<file path="src/rtl/regfile_pkg.sv">
// Shared defaults and word types for the integer register file and its scoreboard.
package regfile_pkg;
  localparam int XLEN_DEF  = 32;
  localparam int NREGS_DEF = 32;
  localparam int AW_DEF    = $clog2(NREGS_DEF);
  localparam int unsigned ZERO_REG = 0;

  typedef logic [AW_DEF-1:0]   reg_addr_t;
  typedef logic [XLEN_DEF-1:0] reg_data_t;
endpackage

</file>
<file path="src/rtl/regfile_scoreboard_if.sv">
// Read, allocation and writeback bundle between issue/writeback and the register file.
interface regfile_scoreboard_if
  import regfile_pkg::*;
#(
  parameter int XLEN  = XLEN_DEF,
  parameter int NREGS = NREGS_DEF,
  parameter int NREAD = 2,
  localparam int AW   = $clog2(NREGS)
);
  logic [NREAD*AW-1:0]   rd_addr;
  logic [NREAD*XLEN-1:0] rd_data;
  logic [NREAD-1:0]      rd_busy;
  logic                  alloc_valid;
  logic [AW-1:0]         alloc_addr;
  logic                  alloc_ready;
  logic                  wb_valid;
  logic [AW-1:0]         wb_addr;
  logic [XLEN-1:0]       wb_data;
  logic                  flush;
  logic [AW:0]           busy_count;

  modport master (
    output rd_addr, alloc_valid, alloc_addr, wb_valid, wb_addr, wb_data, flush,
    input  rd_data, rd_busy, alloc_ready, busy_count
  );

  modport slave (
    input  rd_addr, alloc_valid, alloc_addr, wb_valid, wb_addr, wb_data, flush,
    output rd_data, rd_busy, alloc_ready, busy_count
  );
endinterface

</file>
<file path="src/rtl/busy_scoreboard.sv">
// Pending-write bits per register plus a running count; flush > alloc > writeback on the busy bits.
module busy_scoreboard
  import regfile_pkg::*;
#(
  parameter int NREGS = NREGS_DEF,
  localparam int AW   = $clog2(NREGS)
) (
  input  logic             clk,
  input  logic             rst_n,
  input  logic             alloc_valid_i,
  input  logic [AW-1:0]    alloc_addr_i,
  input  logic             wb_valid_i,
  input  logic [AW-1:0]    wb_addr_i,
  input  logic             flush_i,
  output logic             alloc_ready_o,
  output logic [NREGS-1:0] busy_o,
  output logic [AW:0]      busy_count_o
);
  logic [NREGS-1:0] busy_q, busy_d;
  logic [AW:0]      count_q, count_d;
  logic             alloc_nz, wb_nz, alloc_fire, wb_clr, cnt_inc, cnt_dec;

  always_comb begin
    alloc_nz      = alloc_addr_i != AW'(ZERO_REG);
    wb_nz         = wb_addr_i != AW'(ZERO_REG);
    alloc_ready_o = !alloc_nz || !busy_q[alloc_addr_i] ||
                    (wb_valid_i && wb_addr_i == alloc_addr_i);
    alloc_fire    = alloc_valid_i && alloc_ready_o && alloc_nz;
    wb_clr        = wb_valid_i && wb_nz && busy_q[wb_addr_i];
    // Count tracks real bit transitions so it always equals the popcount.
    cnt_inc       = alloc_fire && !busy_q[alloc_addr_i];
    cnt_dec       = wb_clr && !(alloc_fire && alloc_addr_i == wb_addr_i);
    busy_d        = busy_q;
    count_d       = count_q;
    if (flush_i) begin
      busy_d  = '0;
      count_d = '0;
    end else begin
      if (wb_clr)     busy_d[wb_addr_i]    = 1'b0;
      if (alloc_fire) busy_d[alloc_addr_i] = 1'b1;
      count_d = count_q + (AW+1)'(cnt_inc) - (AW+1)'(cnt_dec);
    end
  end

  always_ff @(posedge clk) begin
    if (!rst_n) begin
      busy_q  <= '0;
      count_q <= '0;
    end else begin
      busy_q  <= busy_d;
      count_q <= count_d;
    end
  end

  assign busy_o       = busy_q;
  assign busy_count_o = count_q;
endmodule

</file>
<file path="src/rtl/regfile_scoreboard.sv">
// Register file with combinational read ports, optional writeback bypass, and busy-bit scoreboard.
module regfile_scoreboard
  import regfile_pkg::*;
#(
  parameter int XLEN   = XLEN_DEF,
  parameter int NREGS  = NREGS_DEF,
  parameter int NREAD  = 2,
  parameter int BYPASS = 1,
  localparam int AW    = $clog2(NREGS)
) (
  input logic               clk,
  input logic               rst_n,
  regfile_scoreboard_if.slave bus
);
  logic [NREGS-1:0][XLEN-1:0] regs_q;
  logic [NREGS-1:0]           busy;
  logic                       wb_we;

  // x0 is never written, so its reset value of zero holds forever.
  assign wb_we = bus.wb_valid && (bus.wb_addr != AW'(ZERO_REG));

  always_ff @(posedge clk) begin
    if (!rst_n)     regs_q <= '0;
    else if (wb_we) regs_q[bus.wb_addr] <= bus.wb_data;
  end

  for (genvar i = 0; i < NREAD; i++) begin : g_rd
    logic [AW-1:0] a;
    logic          hit;
    assign a   = bus.rd_addr[i*AW +: AW];
    assign hit = (BYPASS != 0) && wb_we && (bus.wb_addr == a);
    assign bus.rd_data[i*XLEN +: XLEN] = hit ? bus.wb_data : regs_q[a];
    assign bus.rd_busy[i]              = !hit && busy[a];
  end

  busy_scoreboard #(.NREGS(NREGS)) u_sb (
    .clk           (clk),
    .rst_n         (rst_n),
    .alloc_valid_i (bus.alloc_valid),
    .alloc_addr_i  (bus.alloc_addr),
    .wb_valid_i    (bus.wb_valid),
    .wb_addr_i     (bus.wb_addr),
    .flush_i       (bus.flush),
    .alloc_ready_o (bus.alloc_ready),
    .busy_o        (busy),
    .busy_count_o  (bus.busy_count)
  );
endmodule

</file>
<file path="src/flat_wrapper.sv">
// flat-port wrapper written by rule: the top's interface ports become plain ports
module regfile_scoreboard_flat import regfile_pkg::*;
#(
  parameter int XLEN   = XLEN_DEF,
  parameter int NREGS  = NREGS_DEF,
  parameter int NREAD  = 2,
  parameter int BYPASS = 1,
  localparam int AW    = $clog2(NREGS)
)
  (clk, rst_n, bus_rd_addr, bus_alloc_valid, bus_alloc_addr, bus_wb_valid, bus_wb_addr, bus_wb_data, bus_flush, bus_rd_data, bus_rd_busy, bus_alloc_ready, bus_busy_count);
  regfile_scoreboard_if #(.XLEN(XLEN), .NREGS(NREGS), .NREAD(NREAD)) bus_i ();
  input logic clk;
  input logic rst_n;
  input wire logic [$bits(bus_i.rd_addr)-1:0] bus_rd_addr;
  input wire logic [$bits(bus_i.alloc_valid)-1:0] bus_alloc_valid;
  input wire logic [$bits(bus_i.alloc_addr)-1:0] bus_alloc_addr;
  input wire logic [$bits(bus_i.wb_valid)-1:0] bus_wb_valid;
  input wire logic [$bits(bus_i.wb_addr)-1:0] bus_wb_addr;
  input wire logic [$bits(bus_i.wb_data)-1:0] bus_wb_data;
  input wire logic [$bits(bus_i.flush)-1:0] bus_flush;
  output wire logic [$bits(bus_i.rd_data)-1:0] bus_rd_data;
  output wire logic [$bits(bus_i.rd_busy)-1:0] bus_rd_busy;
  output wire logic [$bits(bus_i.alloc_ready)-1:0] bus_alloc_ready;
  output wire logic [$bits(bus_i.busy_count)-1:0] bus_busy_count;
  assign bus_i.rd_addr = bus_rd_addr;
  assign bus_i.alloc_valid = bus_alloc_valid;
  assign bus_i.alloc_addr = bus_alloc_addr;
  assign bus_i.wb_valid = bus_wb_valid;
  assign bus_i.wb_addr = bus_wb_addr;
  assign bus_i.wb_data = bus_wb_data;
  assign bus_i.flush = bus_flush;
  assign bus_rd_data = bus_i.rd_data;
  assign bus_rd_busy = bus_i.rd_busy;
  assign bus_alloc_ready = bus_i.alloc_ready;
  assign bus_busy_count = bus_i.busy_count;
  regfile_scoreboard #(.XLEN(XLEN), .NREGS(NREGS), .NREAD(NREAD), .BYPASS(BYPASS)) u_core (.clk(clk), .rst_n(rst_n), .bus(bus_i));
endmodule
</file>
<file path="config.mk">
export PLATFORM = sky130hd
export DESIGN_NAME = regfile_scoreboard_flat
export DESIGN_NICKNAME = d
export VERILOG_FILES = /design/src/rtl/regfile_pkg.sv /design/src/rtl/regfile_scoreboard_if.sv /design/src/rtl/busy_scoreboard.sv /design/src/rtl/regfile_scoreboard.sv /design/src/flat_wrapper.sv
export SDC_FILE = /design/constraint.sdc
export NUM_CORES = 2
export LEC_CHECK = 0
export CORE_MARGIN = 10
export CORE_UTILIZATION = 45
export CTS_CLUSTER_DIAMETER = 50
export DETAILED_ROUTE_END_ITERATION = 7
export SYNTH_ARGS = -nofsm -noshare
export SYNTH_HDL_FRONTEND = slang
export SYNTH_SLANG_ARGS = --single-unit
</file>
<file path="constraint.sdc">
create_clock -name clk -period 8.7 [get_ports clk]
set_clock_uncertainty 0.1 [all_clocks]
set_input_delay 1.74 -clock clk [delete_from_list [all_inputs] [get_ports clk]]
set_output_delay 1.74 -clock clk [all_outputs]
set_load 0.02 [all_outputs]
</file>
# Word-level counts from Yosys, hierarchy flattened

Cells that the tools add are included.

Register bits: 1062
Input bits: 57
Output and inout port bits: 73
Logic and storage cells: 98

Add/subtract/negate cells: 2
Order comparisons: 6
Equality and inequality tests: 4
Multiplexer cells: 24
Bitwise logic cells: 4
Reductions and logical operators: 24

Operator list:

| cell                                                                  | count |
|---|---|
| 1024-bit bitwise mux                                                  | 1 |
| 32-bit binary-select mux with 5-bit select                            | 2 |
| 32-bit 2-to-1 mux                                                     | 8 |
| 32-bit demux with 5-bit select                                        | 1 |
| 32-bit bitwise AND                                                    | 1 |
| 32-bit NOT                                                            | 1 |
| 32-bit bitwise OR                                                     | 1 |
| 5-bit by 6-bit < comparator with 1-bit output, second input constant  | 4 |
| 1-bit binary-select mux with 5-bit select                             | 4 |
| 5-bit equality test                                                   | 4 |
| 1-bit logical AND                                                     | 14 |
| 1-bit demux with 5-bit select                                         | 2 |
| 5-bit by 1-bit >= comparator with 1-bit output, second input constant | 2 |
| 5-bit nonzero test                                                    | 2 |
| 6-bit by 1-bit adder with 6-bit output                                | 1 |
| 1-bit 2-to-1 mux                                                      | 6 |
| 6-bit by 1-bit subtractor with 6-bit output                           | 1 |
| 1-bit zero test                                                       | 5 |
| 1-bit logical OR                                                      | 2 |
| 2-bit OR reduction                                                    | 1 |
| 1-bit NOT                                                             | 1 |

# Logic depth before layout (Yosys ltp)

Word-level depth: 11
Mapped depth: 18
Gate-level depth less buffers: 14

# Hierarchy

A second synthesis with hierarchy kept.

Cell total of the unflattened synthesis: 6087
Area total of the unflattened synthesis: 56746.9 sq um

Modules (own cells, without submodules):

| module             | times used | cells an instance | area an instance (sq um) | sequential area each (sq um) |
|---|---|---|---|---|
| regfile_scoreboard | 1          | 5808              | 54078.1                  | 20499.7 |
| busy_scoreboard    | 1          | 279               | 2668.8                   | 760.7 |

# Worst setup path after synthesis

No wires, ideal clock.

Kind: input port to output port
From: in bus_rd_addr[6]
To: out bus_rd_data[49]
Arrival time: 3.691 ns
Required time: 6.860 ns
Slack: 3.169 ns
Stages on the path: 7
Buffers on the path: 3
Path through: buf_2 > buf_4 > buf_2 > mux4_2 > mux4_2 > o21ai_0 > o21ai_0

Longest elaborated chain between the ends: 3
Elaborated cells between the ends (all ways): 5
Classes of those cells: eq/ne: 1; mux: 3; reduce/logical: 1

Ends and longest elaborated chain:

| item                                                                              | RTL line                                           | text |
|---|---|---|
| from (decl)                                                                       | flat_wrapper.sv:14                                 | `input wire logic [$bits(bus_i.rd_addr)-1:0] bus_rd_addr;` |
| 32-bit binary-select mux with 5-bit select or 5-bit equality test (tied branches) | regfile_scoreboard.sv:32, regfile_scoreboard.sv:31 |  |
| 32-bit 2-to-1 mux (implied by the code) or 1-bit logical AND (tied branches)      | regfile_scoreboard.sv:32, regfile_scoreboard.sv:31 |  |
| 32-bit 2-to-1 mux (*)                                                             | regfile_scoreboard.sv:32                           | `assign bus.rd_data[i*XLEN +: XLEN] = hit ? bus.wb_data : regs_q[a];` |
| to (decl)                                                                         | flat_wrapper.sv:21                                 | `output wire logic [$bits(bus_i.rd_data)-1:0] bus_rd_data;` |

Every way passes the cells marked *; elsewhere a longest branch is shown, timed or not. The select of a mux whose other input is x is not followed.

# Worst setup path in the final report

From: in bus_wb_addr[2]
To: out bus_rd_data[62]

Longest elaborated chain between the ends: 4
Elaborated cells between the ends (all ways): 5
Classes of those cells: eq/ne: 1; mux: 1; reduce/logical: 3

Ends and longest elaborated chain:

| item                  | RTL line                 | text |
|---|---|---|
| from (decl)           | flat_wrapper.sv:18       | `input wire logic [$bits(bus_i.wb_addr)-1:0] bus_wb_addr;` |
| 5-bit nonzero test    | regfile_scoreboard.sv:20 | `assign wb_we = bus.wb_valid && (bus.wb_addr != AW'(ZERO_REG));` |
| 1-bit logical AND     | regfile_scoreboard.sv:20 |  |
| 1-bit logical AND (*) | regfile_scoreboard.sv:31 | `assign hit = (BYPASS != 0) && wb_we && (bus.wb_addr == a);` |
| 32-bit 2-to-1 mux (*) | regfile_scoreboard.sv:32 |  |

Every way passes the cells marked *; elsewhere a longest branch is shown, timed or not.

==> flow_metrics.py <==
metrics = {
    "setup_path": {
        "path_cells": "clkdlybuf4s50_1, buf_4, nor3_1, nand2_1, nand2_1, nor4_4, buf_12, mux2_2, clkdlybuf4s50_1",
        "cp.required_ns": 6.86,
        "r2r_end": "u_core.u_sb.busy_count_o[4]",
        "reg2reg_slack_ns": 5.18,
        "timing.rr.start": "u_core.u_sb.busy_o[14]",
        "slowest_stage": "nor4_4",
        "end_kind": "primary output",
        "critPathTopFamily": "buffers and inverters",
        "cp_slowest_stage_delay_ns": 0.82,
        "worstPathArrival_ns": 5.35,
        "crit_path_start_kind": "input port",
        "reg2reg_depth": 15,
        "crit_type": "input port to primary output",
        "critPathMaxFanout": 47,
        "cp_num_buf_inv": 4,
    },
    "grt": {
        "grt_pass1_vias": 45644,
        "grt_overflow": 0,
        "antenna_found_initial": 7,
        "grtUsageTotal_pct": 30.39,
        "grt_max_degree": 244,
        "grt_pass1_wl_um": 318800,
    },
    "synth": {
        "yosys-top-cells-count": "nand2_1 (2081), dfxtp_1 (1062), a21boi_0 (976)",
        "synth_cell_type_count": 51,
        "synth_edf_count": 0,
        "synth_ff_type": "dfxtp_1",
        "synth_top_area_share_pct": 37.17,
        "synthArstFlopShare_pct": 0,
        "synth_area_leaders": "dfxtp_1 (37%), mux4_2 (24%), nand2_1 (14%)",
        "syn_nets": 6076,
        "yosysWarnings": 0,
        "ys_seq_area_share_pct": 37.17,
        "syn_area_um2": 57190,
        "yosysMostFrequentCell": "nand2_1",
        "avgSynthCellArea_um2": 9.513,
        "synth_cells": 6012,
        "yosys_register_bits": 1062,
        "synth_top_area_cell": "dfxtp_1",
    },
    "power_and_ir_drop": {
        "p_leak_nw": 20.78,
        "vdd_drop_max_uv": 196.5,
        "power_density_nw_per_um2": 184.7,
        "p_clk_share_pct": 49.8,
        "p_sw_mw": 3.049,
        "seqPwrFrac_pct": 41.3,
        "p_int_mw": 8.869,
        "power.total_mw": 11.92,
        "switching_share_pct": 25.58,
        "combPwrFrac_pct": 8.8,
    },
    "finish": {
        "syn_to_final_growth_pct": 12.86,
        "final_core_util_pct": 51.27,
        "final_net_count": 5880,
        "drive_above_1_share_pct": 18.46,
        "fillerInstances": 11275,
    },
    "timing": {
        "fmax_mhz": 139.1,
        "fin_crit_sh_pct": 82.65,
        "holdWs_ns": 0.3643,
        "finalSetupViolations": 0,
        "min_period_ns": 7.190,
        "rsz0062_at_grt": "no",
        "setup_tns_ns": 0,
        "slew_viol_final": 0,
        "tightest_slew_ns": 1.335,
        "finalHoldViolCount": 0,
        "fin_ws_ns": 1.510,
        "relSlewSlack_pct": 10.79,
    },
    "clocking": {
        "cts_resized": 0,
        "htree_levels": 4,
        "cts_tree": "yes",
        "root_buffer": "clkbuf_16",
        "insertion_delay_ns": 0.76,
        "cts_hold_buffers": 0,
        "cts.clk_slew.worst_paths_ns": 0.06,
        "cts_buffer_depth": 3,
        "cts_sinks": 1062,
        "postCtsSetupRepairBufs": 0,
        "cts_buffers": 138,
    },
    "placement": {
        "numPortBuffers": 129,
        "gp_congestion": 0.8840,
        "dp_hpwl_um": 126600,
        "dp_slack_ns": 1.580,
    },
    "min_path": {
        "min_to": "u_core.regs_q[335]",
        "min-delay-start": "u_core.regs_q[335]",
        "min_path_type": "flop to flop",
        "whs_path_depth": 2,
    },
    "route": {
        "ant_nets": 0,
        "routed_via_density": 6.324,
        "drtIter0Drc": 5750,
        "wirelength_um": 220600,
        "post-route-drc-count": 0,
        "drtPass1Iterations": 5,
        "via_count": 47932,
        "wire_per_inst_um": 29.10,
    },
    "floorplan": {
        "coreArea_um2": 125900,
        "io_pins": 130,
        "dieArea_um2": 141800,
        "die_h_um": 376.5,
        "initial_utilization_pct": 45.43,
        "fp.dieW_um": 376.5,
        "rows": 130,
    },
    "outcome": {
        "status": "finished, final reports clean",
    },
    "flow_run": {
        "drv_cap": 0,
    },
}
-- registers in the layout (all words and copies together), names as in the netlist --
name and flops:
u_core.u_sb.busy_count_o 6, u_core.regs_q 1024, u_core.u_sb.busy_o 32
-- cell type report --
type	count	area (µm²)	area share [%]
Antenna cell	2	5.005	0.007754
Timing Repair Buffer	305	2850	4.416
Clock inverter	62	715.7	1.109
Multi-Input combinational cell	4297	33580	52.03
Sequential cell	1062	21260	32.94
Tap cell	1650	2064	3.199
Inverter	12	45.04	0.06979
Clock buffer	189	4023	6.232
-- kinds of logic after synthesis --
logic type	Yosys count	share of synthesized area, %
fa+ha+maj	7	0.1663
xor+xnor	20	0.3063
flops	1062	37.17
compound gates	1270	15.96
simple gates	2244	15.25
buf+inv	653	4.776
mux	756	26.37
-- layer usage --
layer | global-route usage (%) | part of all wire [%]
met5 | 0 | 0.014
met4 | 16.35 | 6.0
met1 | 39.98 | 39
met3 | 5.514 | 9.7
met2 | 47.47 | 45
-- worst reg2reg max path: stages (launching register included) --
cell and delay, ns:
dfxtp_1 0.34, mux2i_1 0.27, o22ai_1 0.13, a222oi_1 0.32
and4_1 0.22, buf_4 0.33, a311oi_1 0.14, ha_1 0.32
inv_1 0.04, ha_1 0.21, fa_1 0.44, a21oi_1 0.18
nor2_1 0.05, nor2_1 0.11, xor2_1 0.17, nor2_1 0.05
-- cell usage in the layout (no fill, tap or decap), types with 9 or more instances in the layout --
cell,instances
o211ai_1,32
clkbuf_16,144
clkdlybuf4s50_1,117
mux2i_1,151
nor2_1,17
clkbuf_8,27
dfxtp_1,1062
nand3_1,12
bufinv_16,11
inv_1,12
nand2_1,2061
clkinv_2,16
buf_12,18
xnor2_1,12
a22oi_1,62
mux4_2,600
and2_1,38
clkinvlp_4,9
a21boi_0,976
inv_6,16
nor3_2,10
nand2b_1,9
o21ai_0,157
clkbuf_1,20
buf_4,160
a21boi_1,16
nor2_4,23
or3_1,9
nand2_2,12
-- power groups by stage --
stage | Clock [mW] | Combinational [mW] | Sequential (mW)
floorplan | 0 | 0.643 | 5.03
global placement | 0 | 1.03 | 5.03
detailed placement | 0 | 1.04 | 5.03
CTS | 5.98 | 1.04 | 4.93
global route | 6.18 | 1.09 | 4.93
finish | 5.94 | 1.05 | 4.93
-- how the worst max path moves through the flow --
stage	start	end	slack, ns	cells after the start
2_1_floorplan	bus_rd_addr[6]	bus_rd_data[49]	3.17	7
6_report	bus_wb_addr[2]	bus_rd_data[62]	1.51	9
3_5_place_dp	bus_wb_addr[2]	bus_rd_data[62]	1.58	9
5_1_grt	bus_wb_addr[2]	bus_rd_data[44]	1.40	10
4_1_cts	bus_wb_addr[2]	bus_rd_data[62]	1.58	9
3_3_place_gp	bus_wb_addr[2]	bus_rd_data[62]	1.63	9
-- metrics by stage --
| step | std cells | cell area (µm²) |
|---|---|---|
| 2_1_floorplan | 6012 | 57190 |
| 3_3_place_gp | 7326 | 59800 |
| 3_5_place_dp | 7326 | 59800 |
| 4_1_cts | 7577 | 64540 |
| 5_1_grt | 7577 | 64540 |
| 6_report | 7579 | 64540 |
(Power assumes the default switching activity.)
